## config.mk

```make
export PLATFORM = sky130hd
export DESIGN_NAME = branch_resolve_ctrl_flat
export DESIGN_NICKNAME = d
export VERILOG_FILES = /design/src/rtl/branch_resolve_ctrl_pkg.sv /design/src/rtl/branch_resolve_ctrl_if.sv /design/src/rtl/branch_resolve_ctrl_stats.sv /design/src/rtl/branch_resolve_ctrl.sv /design/src/flat_wrapper.sv
export SDC_FILE = /design/constraint.sdc
export NUM_CORES = 1
export LEC_CHECK = 0
export ABC_AREA = 1
export CORE_MARGIN = 4
export CORE_UTILIZATION = 37
export DETAILED_ROUTE_END_ITERATION = 6
export GPL_ROUTABILITY_DRIVEN = 0
export PLACE_DENSITY = 0.95
export SYNTH_ARGS = -nofsm -noshare
export SYNTH_HDL_FRONTEND = slang
export SYNTH_SLANG_ARGS = --single-unit
export TNS_END_PERCENT = 50
```

## constraint.sdc

```tcl
create_clock -name clk -period 6.1 [get_ports clk]
set_input_delay 1.83 -clock clk [delete_from_list [all_inputs] [get_ports clk]]
set_output_delay 1.83 -clock clk [all_outputs]
set_load 0.01 [all_outputs]
```

## src/rtl/branch_resolve_ctrl_pkg.sv

```systemverilog
// Shared encodings for the ID-stage branch resolution controller:
// branch command codes, FSM states and the RAW stall-depth helper.
package branch_resolve_ctrl_pkg;

   typedef enum logic [1:0] {
      COND_NONE = 2'b00,
      COND_JUMP = 2'b01,
      COND_BEQ  = 2'b10,
      COND_BNE  = 2'b11
   } branch_cmd_e;

   typedef enum logic [1:0] {
      S_IDLE    = 2'd0,
      S_STALL   = 2'd1,
      S_RESOLVE = 2'd2
   } state_e;

   // Cycles the branch must wait before its operands are usable in ID.
   // A load in EX needs two cycles; an ALU result in EX or a load in MEM
   // needs one. An ALU result already in MEM is forwarded and costs nothing.
   function automatic logic [1:0] stall_need(input logic ex_wb_en,
                                             input logic ex_load,
                                             input logic ex_match,
                                             input logic mem_wb_en,
                                             input logic mem_load,
                                             input logic mem_match);
      logic [1:0] n;
      n = 2'd0;
      if (mem_wb_en && mem_load && mem_match) n = 2'd1;
      if (ex_wb_en && ex_match)               n = 2'd1;
      if (ex_wb_en && ex_load && ex_match)    n = 2'd2;
      return n;
   endfunction

endpackage

```

## src/rtl/branch_resolve_ctrl_if.sv

```systemverilog
// Pipeline-side signal bundle of the branch resolution controller.
interface branch_resolve_ctrl_if #(
   parameter int REG_ADDR_W = 5,
   parameter int STAT_W     = 16
);
   logic [1:0]            id_branch_cmd;
   logic [REG_ADDR_W-1:0] id_rs;
   logic [REG_ADDR_W-1:0] id_rt;
   logic                  ex_wb_en;
   logic                  ex_mem_read;
   logic [REG_ADDR_W-1:0] ex_dest;
   logic                  mem_wb_en;
   logic                  mem_mem_read;
   logic [REG_ADDR_W-1:0] mem_dest;
   logic                  branch_cond;
   logic                  pc_write_en;
   logic                  ifid_write_en;
   logic                  idex_bubble;
   logic                  pc_src_sel;
   logic                  ifid_flush;
   logic [STAT_W-1:0]     stat_branches;
   logic [STAT_W-1:0]     stat_taken;
   logic [STAT_W-1:0]     stat_stalls;

   modport master (
      output id_branch_cmd, id_rs, id_rt,
      output ex_wb_en, ex_mem_read, ex_dest,
      output mem_wb_en, mem_mem_read, mem_dest, branch_cond,
      input  pc_write_en, ifid_write_en, idex_bubble, pc_src_sel, ifid_flush,
      input  stat_branches, stat_taken, stat_stalls
   );

   modport slave (
      input  id_branch_cmd, id_rs, id_rt,
      input  ex_wb_en, ex_mem_read, ex_dest,
      input  mem_wb_en, mem_mem_read, mem_dest, branch_cond,
      output pc_write_en, ifid_write_en, idex_bubble, pc_src_sel, ifid_flush,
      output stat_branches, stat_taken, stat_stalls
   );
endinterface

```

## src/rtl/branch_resolve_ctrl_stats.sv

```systemverilog
// Single saturating event counter used for branch statistics.
module branch_stats_counter #(
   parameter int STAT_W = 16
) (
   input  logic              clk,
   input  logic              rst,
   input  logic              inc,
   output logic [STAT_W-1:0] count
);
   function automatic logic [STAT_W-1:0] sat_inc(input logic [STAT_W-1:0] v);
      return (&v) ? v : v + 1'b1;
   endfunction

   always_ff @(posedge clk or posedge rst) begin
      if (rst)      count <= '0;
      else if (inc) count <= sat_inc(count);
   end
endmodule

```

## src/rtl/branch_resolve_ctrl.sv

```systemverilog
// ID-stage branch hazard stall / resolve sequencer.
// Optional statistics counters are built only when BRANCH_STATS_EN is defined.
module branch_resolve_ctrl
   import branch_resolve_ctrl_pkg::*;
#(
   parameter int REG_ADDR_W = 5,
   parameter int STAT_W     = 16
) (
   input logic                  clk,
   input logic                  rst,
   branch_resolve_ctrl_if.slave bus
);
   state_e      state, state_n;
   logic [1:0]  cnt, cnt_n;
   logic [1:0]  need;
   logic        is_cond, ex_match, mem_match;
   logic        stall, resolve, taken;
   branch_cmd_e cmd;

   assign cmd     = branch_cmd_e'(bus.id_branch_cmd);
   assign is_cond = (cmd == COND_BEQ) || (cmd == COND_BNE);

   // r0 is hard-wired to zero, so writes to it never create a dependency.
   assign ex_match  = (bus.ex_dest != {REG_ADDR_W{1'b0}}) &&
                      ((bus.ex_dest == bus.id_rs) || (bus.ex_dest == bus.id_rt));
   assign mem_match = (bus.mem_dest != {REG_ADDR_W{1'b0}}) &&
                      ((bus.mem_dest == bus.id_rs) || (bus.mem_dest == bus.id_rt));

   assign need = is_cond ? stall_need(bus.ex_wb_en, bus.ex_mem_read, ex_match,
                                      bus.mem_wb_en, bus.mem_mem_read, mem_match)
                         : 2'd0;

   always_ff @(posedge clk or posedge rst) begin
      if (rst) begin
         state <= S_IDLE;
         cnt   <= 2'd0;
      end else begin
         state <= state_n;
         cnt   <= cnt_n;
      end
   end

   always_comb begin
      state_n = state;
      cnt_n   = cnt;
      stall   = 1'b0;
      resolve = 1'b0;
      taken   = 1'b0;
      case (state)
         S_IDLE: begin
            if (is_cond && (need != 2'd0)) begin
               stall   = 1'b1;
               cnt_n   = need - 2'd1;
               state_n = (need == 2'd1) ? S_RESOLVE : S_STALL;
            end else if (is_cond) begin
               resolve = 1'b1;
               taken   = bus.branch_cond;
            end else if (cmd == COND_JUMP) begin
               resolve = 1'b1;
               taken   = 1'b1;
            end
         end
         S_STALL: begin
            stall   = 1'b1;
            cnt_n   = cnt - 2'd1;
            state_n = (cnt == 2'd1) ? S_RESOLVE : S_STALL;
         end
         S_RESOLVE: begin
            // Operands are ready now; hazard inputs belong to younger instructions.
            resolve = 1'b1;
            taken   = bus.branch_cond;
            state_n = S_IDLE;
         end
         default: state_n = S_IDLE;
      endcase
   end

   assign bus.pc_write_en   = ~stall;
   assign bus.ifid_write_en = ~stall;
   assign bus.idex_bubble   = stall;
   assign bus.pc_src_sel    = resolve & taken;
   assign bus.ifid_flush    = resolve & taken;

`ifdef BRANCH_STATS_EN
   branch_stats_counter #(.STAT_W(STAT_W)) u_stat_branches (
      .clk(clk), .rst(rst), .inc(resolve), .count(bus.stat_branches));
   branch_stats_counter #(.STAT_W(STAT_W)) u_stat_taken (
      .clk(clk), .rst(rst), .inc(resolve & taken), .count(bus.stat_taken));
   branch_stats_counter #(.STAT_W(STAT_W)) u_stat_stalls (
      .clk(clk), .rst(rst), .inc(stall), .count(bus.stat_stalls));
`else
   assign bus.stat_branches = {STAT_W{1'b0}};
   assign bus.stat_taken    = {STAT_W{1'b0}};
   assign bus.stat_stalls   = {STAT_W{1'b0}};
`endif

endmodule
```

## src/flat_wrapper.sv

```systemverilog
// flat-port wrapper written by rule: the top's interface ports become plain ports
module branch_resolve_ctrl_flat import branch_resolve_ctrl_pkg::*;
#(
   parameter int REG_ADDR_W = 5,
   parameter int STAT_W     = 16
)
  (clk, rst, bus_id_branch_cmd, bus_id_rs, bus_id_rt, bus_ex_wb_en, bus_ex_mem_read, bus_ex_dest, bus_mem_wb_en, bus_mem_mem_read, bus_mem_dest, bus_branch_cond, bus_pc_write_en, bus_ifid_write_en, bus_idex_bubble, bus_pc_src_sel, bus_ifid_flush, bus_stat_branches, bus_stat_taken, bus_stat_stalls);
  branch_resolve_ctrl_if #(.REG_ADDR_W(REG_ADDR_W), .STAT_W(STAT_W)) bus_i ();
  input logic clk;
  input logic rst;
  input wire logic [$bits(bus_i.id_branch_cmd)-1:0] bus_id_branch_cmd;
  input wire logic [$bits(bus_i.id_rs)-1:0] bus_id_rs;
  input wire logic [$bits(bus_i.id_rt)-1:0] bus_id_rt;
  input wire logic [$bits(bus_i.ex_wb_en)-1:0] bus_ex_wb_en;
  input wire logic [$bits(bus_i.ex_mem_read)-1:0] bus_ex_mem_read;
  input wire logic [$bits(bus_i.ex_dest)-1:0] bus_ex_dest;
  input wire logic [$bits(bus_i.mem_wb_en)-1:0] bus_mem_wb_en;
  input wire logic [$bits(bus_i.mem_mem_read)-1:0] bus_mem_mem_read;
  input wire logic [$bits(bus_i.mem_dest)-1:0] bus_mem_dest;
  input wire logic [$bits(bus_i.branch_cond)-1:0] bus_branch_cond;
  output wire logic [$bits(bus_i.pc_write_en)-1:0] bus_pc_write_en;
  output wire logic [$bits(bus_i.ifid_write_en)-1:0] bus_ifid_write_en;
  output wire logic [$bits(bus_i.idex_bubble)-1:0] bus_idex_bubble;
  output wire logic [$bits(bus_i.pc_src_sel)-1:0] bus_pc_src_sel;
  output wire logic [$bits(bus_i.ifid_flush)-1:0] bus_ifid_flush;
  output wire logic [$bits(bus_i.stat_branches)-1:0] bus_stat_branches;
  output wire logic [$bits(bus_i.stat_taken)-1:0] bus_stat_taken;
  output wire logic [$bits(bus_i.stat_stalls)-1:0] bus_stat_stalls;
  assign bus_i.id_branch_cmd = bus_id_branch_cmd;
  assign bus_i.id_rs = bus_id_rs;
  assign bus_i.id_rt = bus_id_rt;
  assign bus_i.ex_wb_en = bus_ex_wb_en;
  assign bus_i.ex_mem_read = bus_ex_mem_read;
  assign bus_i.ex_dest = bus_ex_dest;
  assign bus_i.mem_wb_en = bus_mem_wb_en;
  assign bus_i.mem_mem_read = bus_mem_mem_read;
  assign bus_i.mem_dest = bus_mem_dest;
  assign bus_i.branch_cond = bus_branch_cond;
  assign bus_pc_write_en = bus_i.pc_write_en;
  assign bus_ifid_write_en = bus_i.ifid_write_en;
  assign bus_idex_bubble = bus_i.idex_bubble;
  assign bus_pc_src_sel = bus_i.pc_src_sel;
  assign bus_ifid_flush = bus_i.ifid_flush;
  assign bus_stat_branches = bus_i.stat_branches;
  assign bus_stat_taken = bus_i.stat_taken;
  assign bus_stat_stalls = bus_i.stat_stalls;
  branch_resolve_ctrl #(.REG_ADDR_W(REG_ADDR_W), .STAT_W(STAT_W)) u_core (.clk(clk), .rst(rst), .bus(bus_i));
endmodule
```

After elaboration in Yosys (flattened, before gate mapping)
Cells that the tools add are included.
{ "totals": {"reg_bits": 4, "in_bits": 29, "elab_cells": 54, "out_inout_bits": 53} }
{ "classes": {"muxes": 19, "n_reduce_logical": 17, "n_eq_ne": 12, "add_sub_neg": 2, "bitwise": 2} }
{ "ops": {"columns": ["op", "n"], "rows": [
  ["equality test 5 bit", 4],
  ["2-to-1 mux 2 bit", 6],
  ["nonzero test 5 bit", 2],
  ["equality test 2 x 1 -> 1 bit, second input constant", 4],
  ["logical AND 1 bit", 8],
  ["2-to-1 mux 1 bit", 8],
  ["case mux 2 bit (2 select lines)", 2],
  ["equality test 2 bit, second input constant", 3],
  ["case mux 1 bit (2 select lines)", 3],
  ["nonzero test 2 bit", 2],
  ["subtractor 2 x 1 -> 2 bit, second input constant", 2],
  ["logical OR 1 bit", 3],
  ["zero test 2 bit", 1],
  ["!= test 2 x 1 -> 1 bit, second input constant", 1],
  ["AND reduction 2 bit", 1],
  ["bitwise AND 1 bit", 1],
  ["inverter 1 bit", 1]
]} }

Longest topological paths before layout
Gate-level depths: netlist of the first run.
{ "depth": {"word_depth": 13, "ltp_mapped": 15} }

Least setup slack after synthesis of the first run
Ideal clock, no wire load.
{ "synth_timing": {"path_kind": "input to output", "start": "in bus_ex_dest[2]", "end": "out bus_pc_write_en", "required_time_ns": 4.270, "path_stages": 11, "path_slack_ns": 1.068, "arrival_ns": 3.202, "path_cell_list": "inv_1 nand4_1 o21ai_0 inv_1 nand2_1 nand2_1 nand3_2 ha_1 nor2_1 o21ai_0 buf_4"} }
{ "synth_between": {"elab_chain_len": 12, "word_cells_on_any_way": 15, "classes_between": "eq/ne (2); mux (5); bitwise (1); reduce/logical (7)"} }
{ "synth_lines": {"columns": ["item", "line_no", "source"], "rows": [
  ["start: declaration", "flat_wrapper.sv:16", "input wire logic [$bits(bus_i.ex_dest)-1:0] bus_ex_dest;"],
  ["equality test 5 bit", "branch_resolve_ctrl.sv:25", "((bus.ex_dest == bus.id_rs) || (bus.ex_dest == bus.id_rt));"],
  ["logical OR 1 bit", "branch_resolve_ctrl.sv:25", null],
  ["logical AND 1 bit *", "branch_resolve_ctrl.sv:24", "assign ex_match = (bus.ex_dest != {REG_ADDR_W{1'b0}}) &&"],
  ["logical AND 1 bit", "branch_resolve_ctrl_pkg.sv:30", "if (ex_wb_en && ex_match) n = 2'd1;"],
  ["2-to-1 mux 1 bit", "branch_resolve_ctrl_pkg.sv:30", null],
  ["2-to-1 mux 2 bit *", "branch_resolve_ctrl_pkg.sv:31", "if (ex_wb_en && ex_load && ex_match) n = 2'd2;"],
  ["2-to-1 mux 2 bit *", "branch_resolve_ctrl.sv:29", "assign need = is_cond ? stall_need(bus.ex_wb_en, bus.ex_mem_read, ex_match,"],
  ["nonzero test 2 bit *", "branch_resolve_ctrl.sv:51", "if (is_cond && (need != 2'd0)) begin"],
  ["logical AND 1 bit *", "branch_resolve_ctrl.sv:51", null],
  ["2-to-1 mux 1 bit *", "branch_resolve_ctrl.sv:51", null],
  ["case mux 1 bit (2 select lines) *", "branch_resolve_ctrl.sv:49", "case (state)"],
  ["inverter 1 bit *", null, null],
  ["end: declaration", "flat_wrapper.sv:21", "output wire logic [$bits(bus_i.pc_write_en)-1:0] bus_pc_write_en;"]
]} }
Every way passes the cells marked *; elsewhere a longest branch is shown, timed or not.

Final worst setup path of the first run
{ "layout_timing": {"start": "in bus_ex_dest[2]", "end": "out bus_pc_write_en"} }
{ "layout_between": {"elab_chain_len": 12, "word_cells_on_any_way": 15, "classes_between": "eq/ne (2); mux (5); bitwise (1); reduce/logical (7)"} }
{ "layout_lines": {"columns": ["item", "line_no", "source"], "rows": [
  ["equality test 5 bit", "branch_resolve_ctrl.sv:25", null],
  ["logical OR 1 bit", "branch_resolve_ctrl.sv:25", null],
  ["logical AND 1 bit *", "branch_resolve_ctrl.sv:24", null],
  ["logical AND 1 bit", "branch_resolve_ctrl_pkg.sv:30", null],
  ["2-to-1 mux 1 bit", "branch_resolve_ctrl_pkg.sv:30", null],
  ["2-to-1 mux 2 bit *", "branch_resolve_ctrl_pkg.sv:31", null],
  ["2-to-1 mux 2 bit *", "branch_resolve_ctrl.sv:29", null],
  ["nonzero test 2 bit *", "branch_resolve_ctrl.sv:51", null],
  ["logical AND 1 bit *", "branch_resolve_ctrl.sv:51", null],
  ["2-to-1 mux 1 bit *", "branch_resolve_ctrl.sv:51", null],
  ["case mux 1 bit (2 select lines) *", "branch_resolve_ctrl.sv:49", null],
  ["inverter 1 bit *", "branch_resolve_ctrl.sv:78", "assign bus.pc_write_en = ~stall;"]
]} }
Marked as above.

==> results of run 1 <==
-- worst reg2reg max path, stage by stage (launching register included) --
cell and delay, ns:
dfrtp_1 0.43, o21ai_2 0.23, inv_1 0.10, buf_4 0.15, o211ai_1 0.07, o21ai_0 0.12
-- cell usage in the layout (no fill, tap or decap), types with 3 or more instances in the layout --
cell	count
clkbuf_4	3
clkdlybuf4s50_1	30
conb_1	48
dfrtp_1	4
dlymetal6s2s_1	3
ha_1	3
inv_1	31
nand2_1	56
nand3_1	7
nor2_1	16
xnor2_1	4
-- synthesized netlist by cell type (all sizes together) --
master / count
ha: 3
o22ai: 1
a21oi: 1
nor2: 17
o211ai: 1
nand3: 9
dfrtp: 4
inv: 32
o21ai: 3
nor3: 1
buf: 50
xor2: 1
nand4: 2
xnor2: 4
conb: 1
a22oi: 1
nand2: 58
-- flip-flops by register name, summed over array words and instances (netlist names) --
signal,count
u_core.cnt,2
u_core.state,2
-- cell families after synthesis --
group	Yosys count
simple gates	87
xor+xnor	5
compound gates	7
buf+inv	82
fa+ha+maj	3
flops	4
other cells	1
-- cell type report --
| cell class | count | area, sq um |
|---|---|---|
| well taps | 31 | 38.8 |
| inverters | 32 | 120 |
| multi-input cells | 150 | 672 |
| fillers | 281 | 1480 |
| flip-flops and latches | 4 | 100 |
| repair buffers | 34 | 345 |
| clock buffers | 3 | 22.5 |
-- how the worst max path moves through the flow --
stage | start | endpoint | slack (ns) | cells past startpoint
2_1_floorplan | bus_ex_dest[2] | bus_pc_write_en | 1.07 | 11
3_3_place_gp | bus_ex_dest[2] | bus_idex_bubble | 0.12 | 15
3_5_place_dp | bus_ex_dest[2] | bus_idex_bubble | -0.02 | 15
4_1_cts | bus_ex_dest[2] | bus_idex_bubble | 0.02 | 15
5_1_grt | bus_ex_dest[2] | bus_pc_write_en | 0.08 | 14
6_report | bus_ex_dest[2] | bus_pc_write_en | 0.24 | 14
-- per-stage QoR --
stage                     setup WS, ns  TNS [ns]  hold WS, ns  utilization  power [uW]
after global placement           0.117         0        0.542        0.451         164
after global routing            0.0796         0        0.607        0.467         223
after floorplan                   1.07         0        0.508            -         141
final                            0.243         0        0.578        0.467         205
after CTS                       0.0160         0        0.567        0.462         202
after detailed placement       -0.0237   -0.0237        0.563        0.451         167
-- where the power goes --
group	internal [uW]	switching (uW)
registers	35.4	7.30
logic	57.9	72.2
clock network	22.0	10.1
total	115	89.6
-- routing by layer --
metal | vias to the layer above | track usage
li1 | 534 | -
met4 | 0 | 0.0352
met2 | 50 | 0.167
met1 | 415 | 0.129
met3 | 0 | 0.0270
met5 | - | 0
-- what timing repair did --
item	CTS	global route
endpoints found under the hold margin	0	0
setup buffers	1	0
gates resized for setup	0	6
setup endpoints to repair	1	5
==> summary.md, run 1 <==
| Metric | Value |
|---|---|
| Clk_skew | 0.00268 ns |
| CP max stage cell | clkdlybuf4s50_1 |
| CORE AREA | 2780 sq um |
| Fin crit share | 0.960 |
| Post-synth top area cell | buf_4 |
| Synth Area in Simple Gates | 0.331 |
| Crit path required time | 4.27 ns |
| Hold buffers post-CTS | 0 |
| Initial Utilization | 0.390 |
| Port bufs | 33 |
| Count of unique library cells instantiated by Yosys | 20 |
| Yosys reg bits | 4 |
| Synthesis Warnings | 0 |
| CTS tree | built |
| Max_cap viols | 0 |
| Largest net degree at the start of global routing | 6 |
| Adder-Cell Fraction of Synth Area | 0.0346 |
| Worst Path Max Fanout | 4 |
| Mapped Cells | 189 |
| Final Instance Area | 1300 sq um |
| Routed vias | 999 |
| CTS root buffer | clkbuf_4 |
| Crit path buffers/inverters | 3 |
| Die Y | 62.1 um |
| 1st-iter DRT viols | 61 |
| Inserted Diodes | 0 |
| Worst VDD drop | 133 uV |
| GR Util All Layers | 0.102 |
| Register area share after synthesis | 0.0923 |
| Synth Area in XOR/XNOR | 0.0404 |
| Max-slew violation count | 0 |
| Clock slew at reported path FFs | 0.04 ns |
| Final setup viols | 0 |
| Reg2reg setup slack | 4.86 ns |
| Synth top area cells | buf_4 (35%), nand2_1 (19%), inv_1 (11%) |
| Hold crit path type | flip-flop to flip-flop |
| Layout cells sized above 1 | 0.0538 |
| Fmax | 171 MHz |
| Nets | 257 |
| Placed cell area | 1250 sq um |
| # IOs | 82 |
| Area growth, synth to finish | 19.7% |
| R2r endpoint | u_core.cnt[1] |
| Worst setup path class | input pin to output pin |
| Wire length on met1 | 946 um |
| Critical path data arrival time | 4.03 ns |
| Clk_lat worst skew | 0.23 ns |
| PwrDens | 158 nW/um^2 |
| Startpoint class of the critical path | input pin |
| Routed len/inst | 9.14 um |
| Fin cells | 254 |
| Hold_sp | u_core.cnt[1] |
| CTS H-tree depth | 1 |
| Die width | 62.1 um |
| Longest Clk Path Bufs | 2 |
| Pre-antenna DRT Iters | 4 |
| Worst hold path depth | 2 |
| Post-Place Cells | 250 |
| Hpwl dp | 2000 um |
| # DRC | 0 |
| Met2 Wirelength | 1120 um |
| Final Hold Fails | 0 |
| Critical Path Max Stage Delay | 0.51 ns |
| R2r startpoint | u_core.state[0] |
| Initial antenna violation count | 0 |
| Main combinational cell family by area after synthesis | buffers and inverters |
| P_leak | 0.000844 uW |
| Syn Std Cell Area | 1080 sq um |
| Vias per Instance | 3.93 |
| CP top delay family | buffers and inverters |
| Post-route ant nets | 0 |
| Vias in the first global route | 785 |
| Crit path cell chain | clkdlybuf4s50_1, inv_1, nand2_1, nand2_1, nor2_1, nand3_1, nand2_2, nand2_1, nand2_1, nand3_2, ha_1, nor2_2, o21ai_2, clkdlybuf4s50_1 |
| Compound-Gate Fraction of Synth Area | 0.0415 |
| Grt ovf | 0 |
| Syn Area/Cell | 5.74 sq um |
| Max Used Layer | met3 |
| Final WL | 2320 um |
| CTS sink cnt | 4 |
| Critical path capture point type | output pin |
| Metal3 WL | 252 um |
| Status | completed |
| Min cycle time layout | 5.86 ns |
| Area share of the largest cell type after synthesis | 0.346 |
| Multiplexer area fraction after synthesis | 0 |
| CTS Buf Count | 3 |
| Crit-path most repeated cell | nand2_1 |
| Cell Rows | 19 |
| Register-to-Register Path Depth | 5 |
| Die area | 3860 sq um |
| WHS Endpoint | u_core.cnt[1] |
| Setup repair after global routing missed its margin | false |
| Global-route wire length before repair | 3370 um |
(Power assumes the default switching activity.)
==> inputs of run 2 (changes only) <==
--- a/config.mk
+++ b/config.mk
@@ -6,8 +6,10 @@
 export NUM_CORES = 1
 export LEC_CHECK = 0
 export ABC_AREA = 1
+export CELL_PAD_IN_SITES_DETAIL_PLACEMENT = 1
+export CELL_PAD_IN_SITES_GLOBAL_PLACEMENT = 1
 export CORE_MARGIN = 4
-export CORE_UTILIZATION = 37
+export CORE_UTILIZATION = 23
 export DETAILED_ROUTE_END_ITERATION = 6
 export GPL_ROUTABILITY_DRIVEN = 0
 export PLACE_DENSITY = 0.95
==> summary.md, run 2 (synthesized netlist as in run 1, its figures left out) <==
| Metric | Value |
|---|---|
| CTS Buf Count | 3 |
| CTS H-tree depth | 1 |
| Hpwl dp | 2550 um |
| # IOs | 82 |
| CTS tree | built |
| Critical path data arrival time | 4.08 ns |
| Smallest hold slack | 0.551 ns |
| Post-Place Cells | 273 |
| Routed len/inst | 10.5 um |
| CP top delay family | buffers and inverters |
| Worst setup path class | input pin to output pin |
| Fin cells | 276 |
| CORE AREA | 4440 sq um |
| Commonest cells after routing, fill and taps aside | nand2_1 (56), conb_1 (48), inv_1 (31), clkdlybuf4s50_1 (30), nor2_1 (16) |
| Max-slew violation count | 0 |
| Setup repair after global routing missed its margin | false |
| Startpoint class of the critical path | input pin |
| Reg2reg setup slack | 4.91 ns |
| Routed vias | 1058 |
| Vias per Instance | 3.83 |
| Worst Path Max Fanout | 4 |
| CTS root buffer | clkbuf_8 |
| Cell Rows | 24 |
| Die width | 76.7 um |
| Min cycle time layout | 5.91 ns |
| Top flop regs | u_core.cnt: 2 flops, u_core.state: 2 flops |
| P_leak | 0.000857 uW |
| Initial antenna violation count | 0 |
| CTS sink cnt | 4 |
| Critical Path Max Stage Delay | 0.59 ns |
| Critical path capture point type | output pin |
| Fin crit share | 0.969 |
| CP max stage cell | clkdlybuf4s50_1 |
| Longest Clk Path Bufs | 2 |
| Crit path required time | 4.27 ns |
| Layout cells sized above 1 | 0.0580 |
| Port bufs | 33 |
| Final WL | 2890 um |
| Hold buffers post-CTS | 0 |
| PwrDens | 172 nW/um^2 |
| Status | completed |
| Die area | 5880 sq um |
| Worst VDD drop | 52.4 uV |
| Inserted Diodes | 0 |
| Largest net degree at the start of global routing | 6 |
| Die Y | 76.7 um |
| Initial Utilization | 0.244 |
| GR Util All Layers | 0.0992 |
| Final Hold Fails | 0 |
| Clk_lat worst skew | 0.22 ns |
| Area growth, synth to finish | 24.6% |
| 1st-iter DRT viols | 44 |
| Post-route ant nets | 0 |
| Hold crit path type | flip-flop to flip-flop |
| Grt ovf | 0 |
| Pre-antenna DRT Iters | 4 |
| Max_cap viols | 0 |
| Final setup viols | 0 |
| Nets | 258 |
| Vias in the first global route | 1162 |
| Global-route wire length before repair | 4910 um |
| Clock slew at reported path FFs | 0.03 ns |
| Crit path buffers/inverters | 3 |
| Clk_skew | 0.00387 ns |
| Fmax | 169 MHz |
| # DRC | 0 |
| Commonest non-fill, non-tap cell in the layout | nand2_1 |
| Crit path cell chain | clkdlybuf4s50_1, nor3_1, nand3_1, nand3_1, inv_1, nand2_1, nand2_1, nand3_2, ha_1, nor2_2, o21ai_2, clkdlybuf4s50_1 |
run 2: worst register-to-register path: stages (launching register included):
cell	delay, ns
dfrtp_1	0.44
o21ai_2	0.23
inv_1	0.07
buf_4	0.14
o211ai_1	0.08
o21ai_0	0.11
run 2: repair_timing:
action	4_1_cts	5_1_grt
resized for setup	1	5
setup buffers	0	0
setup endpoints to repair	2	5
run 2: cell type report:
cell class,count,area (sq um)
Clock buffer,3,41.3
Tap cell,52,65.1
Fill cell,602,3090
Sequential cell,4,100
Inverter,32,120
Timing Repair Buffer,35,353
Multi-Input combinational cell,150,672
run 2: path summary, 6_finish.rpt:
kind	start	endpoint	depth (start not counted)
max	bus_mem_dest[2]	bus_ifid_write_en	12
min	u_core.cnt[1]	u_core.cnt[1]	2
max reg2reg	u_core.state[0]	u_core.cnt[1]	5
min reg2reg	u_core.cnt[1]	u_core.cnt[1]	2
max in group asynchronous	rst	u_core.state[0]	2
min in group asynchronous	rst	u_core.state[1]	2
run 2: power by group:
| group | leakage (uW) | internal [uW] | switching (uW) | total [uW] |
|---|---|---|---|---|
| registers | 0.0000485 | 35.3 | 6.88 | 42.2 |
| clock network | 0.0000216 | 42.1 | 14.6 | 56.7 |
| logic | 0.000787 | 58.5 | 75.3 | 134 |
run 2: through the flow:
stage	setup slack, ns	total power [uW]	instance area, sq um	utilization	setup TNS [ns]
after floorplan	1.07	141	1260	-	0
after global placement	0.0495	169	1300	0.292	0
after detailed placement	-0.00858	175	1300	0.292	-0.00858
after CTS	0.0142	235	1340	0.301	0
after global routing	0.0206	254	1350	0.304	0
final	0.192	233	1350	0.304	0
run 2: per-layer routing:
metal  part of all wire  global-route usage
met1               0.46               0.124
met2               0.47               0.165
met3              0.064              0.0258
met4             0.0086              0.0326
met5                  0                   0
==> inputs of run 3 (changes only) <==
--- a/config.mk
+++ b/config.mk
@@ -9,10 +9,10 @@
 export CELL_PAD_IN_SITES_DETAIL_PLACEMENT = 1
 export CELL_PAD_IN_SITES_GLOBAL_PLACEMENT = 1
 export CORE_MARGIN = 4
-export CORE_UTILIZATION = 23
+export CORE_UTILIZATION = 19
 export DETAILED_ROUTE_END_ITERATION = 6
 export GPL_ROUTABILITY_DRIVEN = 0
-export PLACE_DENSITY = 0.95
+export PLACE_DENSITY = 0.88
 export SYNTH_ARGS = -nofsm -noshare
 export SYNTH_HDL_FRONTEND = slang
 export SYNTH_SLANG_ARGS = --single-unit
==> constraint.sdc (replaced) <==
create_clock -name clk -period 5.4 [get_ports clk]
set_input_delay 1.62 -clock clk [delete_from_list [all_inputs] [get_ports clk]]
set_output_delay 1.62 -clock clk [all_outputs]
set_load 0.01 [all_outputs]
==> summary.md, run 3 (synthesized netlist as in run 1, its figures left out) <==
| Metric | Value |
|---|---|
| Crit path required time | 3.78 ns |
| CTS tree | built |
| Inserted Diodes | 0 |
| Longest Clk Path Bufs | 2 |
| Startpoint class of the critical path | input pin |
| Area growth, synth to finish | 34.4% |
| Status | completed |
| CTS sink cnt | 4 |
| Clock power share | 0.242 |
| Nets | 264 |
| Global-route wire length before repair | 4690 um |
| Max_cap viols | 0 |
| Initial Utilization | 0.197 |
| Net Sw Frac | 0.411 |
| Flop pwr share | 0.182 |
| # DRC | 0 |
| Critical path capture point type | output pin |
| Max-slew violation count | 0 |
| GR Util All Layers | 0.0789 |
| Commonest non-fill, non-tap cell in the layout | nand2_1 |
| Post-layout util | 0.265 |
| CTS H-tree depth | 1 |
| CP max stage cell | clkdlybuf4s50_1 |
| Routed len/inst | 9.75 um |
| Worst VDD drop | 90.1 uV |
| Port bufs | 33 |
| Fin cells | 302 |
| Pre-antenna DRT Iters | 3 |
| Die Y | 83.6 um |
| Post-route ant nets | 0 |
| Critical Path Max Stage Delay | 0.53 ns |
| Commonest cells after routing, fill and taps aside | nand2_1 (56), conb_1 (48), inv_1 (31), dlymetal6s2s_1 (19), nor2_1 (14) |
| Fmax | 191 MHz |
| Crit path cell chain | clkdlybuf4s50_1, nand2_1, inv_1, nor2_1, nor2_1, nand3_1, nand2_1, nand2_1, nand2_1, nand3_2, ha_1, nor2_2, o21ai_1, buf_4, inv_1, dlygate4sd2_1 |
| Clk_lat worst skew | 0.21 ns |
| Final setup viols | 0 |
| Worst Path Max Fanout | 4 |
| Initial antenna violation count | 0 |
| Placed cell area | 1370 sq um |
| Comb pwr share | 0.575 |
| Hold_sp | u_core.cnt[1] |
| Routed vias | 1089 |
| CORE AREA | 5510 sq um |
| Vias per Instance | 3.61 |
| Cell Rows | 27 |
| Min cycle time layout | 5.24 ns |
| Clk_skew | 0.00140 ns |
| Crit-path most repeated cell | nand2_1 |
| Final Hold Fails | 0 |
| Reg2reg setup slack | 4.19 ns |
| Hold buffers post-CTS | 0 |
| Fin crit share | 0.970 |
| 1st-iter DRT viols | 24 |
| Worst hold path depth | 2 |
| R2r startpoint | u_core.state[0] |
| Final Instance Area | 1460 sq um |
| Total Power | 256 uW |
| Post-Place Cells | 299 |
| Post-CTS Setup Bufs | 0 |
| Cell Int Power | 151 uW |
| Largest net degree at the start of global routing | 6 |
| # IOs | 82 |
| Register-to-Register Path Depth | 6 |
| Final WL | 2950 um |
| Vias in the first global route | 1154 |
| Top flop regs | u_core.cnt: 2 flops, u_core.state: 2 flops |
| Setup_tns | 0 ns |
| Die width | 83.6 um |
| WHS Endpoint | u_core.cnt[1] |
| Hpwl dp | 2650 um |
| CTS Buf Count | 3 |
| R2r endpoint | u_core.cnt[1] |
| Clock slew at reported path FFs | 0.03 ns |
| CTS root buffer | clkbuf_8 |
| Grt ovf | 0 |
| Worst setup path class | input pin to output pin |
| Hold crit path type | flip-flop to flip-flop |
| PwrDens | 176 nW/um^2 |
| NetSw | 105 uW |
| Die area | 6980 sq um |
| P_leak | 0.00102 uW |
| Critical path data arrival time | 3.62 ns |
| Layout cells sized above 1 | 0.0870 |
-- run 3: per-layer routing --
metal | global-route usage | part of all wire | vias up | routed length [um]
met1 | 0.0897 | 0.42 | 499 | 1220
met3 | 0.0276 | 0.082 | 0 | 242
met4 | 0.00439 | 0 | 0 | 0
met5 | 0 | 0 | - | 0
met2 | 0.148 | 0.50 | 46 | 1480
li1 | - | - | 544 | -
-- run 3: worst max-delay path by stage --
stage | slack (ns) | cells past startpoint | startpoint | end
2_1_floorplan | 0.79 | 11 | bus_ex_dest[2] | bus_pc_write_en
3_3_place_gp | -0.22 | 16 | bus_ex_dest[4] | bus_idex_bubble
3_5_place_dp | -0.27 | 15 | bus_ex_dest[0] | bus_idex_bubble
4_1_cts | -0.12 | 15 | bus_ex_dest[2] | bus_pc_write_en
5_1_grt | -0.008 | 16 | bus_id_rt[0] | bus_ifid_flush
6_report | 0.16 | 16 | bus_id_rt[0] | bus_idex_bubble
-- run 3: timing repair --
action	CTS	global route
pin swaps	0	1
gates resized for setup	7	23
gates cloned	0	0
endpoints found under the setup margin	5	5
-- run 3: worst max-delay path: cells and delay by family --
family	cells	cell delay [ns]
AO/OA/AOI/OAI	1	0.08
adder cells (fa/ha/maj)	1	0.20
buffers and inverters	5	1.06
AND/OR/NAND/NOR	9	0.65
-- run 3: area by class of cell --
type                       instances  area [sq um]
fill                             718          4050
multi-input combinational        150           673
timing repair buffer              41           433
inverter                          32           120
sequential                         4           100
tap                               72          90.1
clock buffer                       3          41.3
-- run 3: per-stage QoR --
stage,setup slack (ns),hold WS [ns]
after floorplan,0.788,0.508
after global placement,-0.221,0.539
after detailed placement,-0.274,0.536
after CTS,-0.123,0.545
after global routing,-0.00846,0.597
final,0.164,0.538
-- run 3: power by group through the flow --
stage	registers [uW]	clock network [uW]	logic (uW)
2_1_floorplan	45.1	0	114
3_3_place_gp	46.7	0	150
3_5_place_dp	47.3	0	155
4_1_cts	47.1	64.2	150
5_1_grt	47.8	66.5	168
6_report	46.7	62.1	147
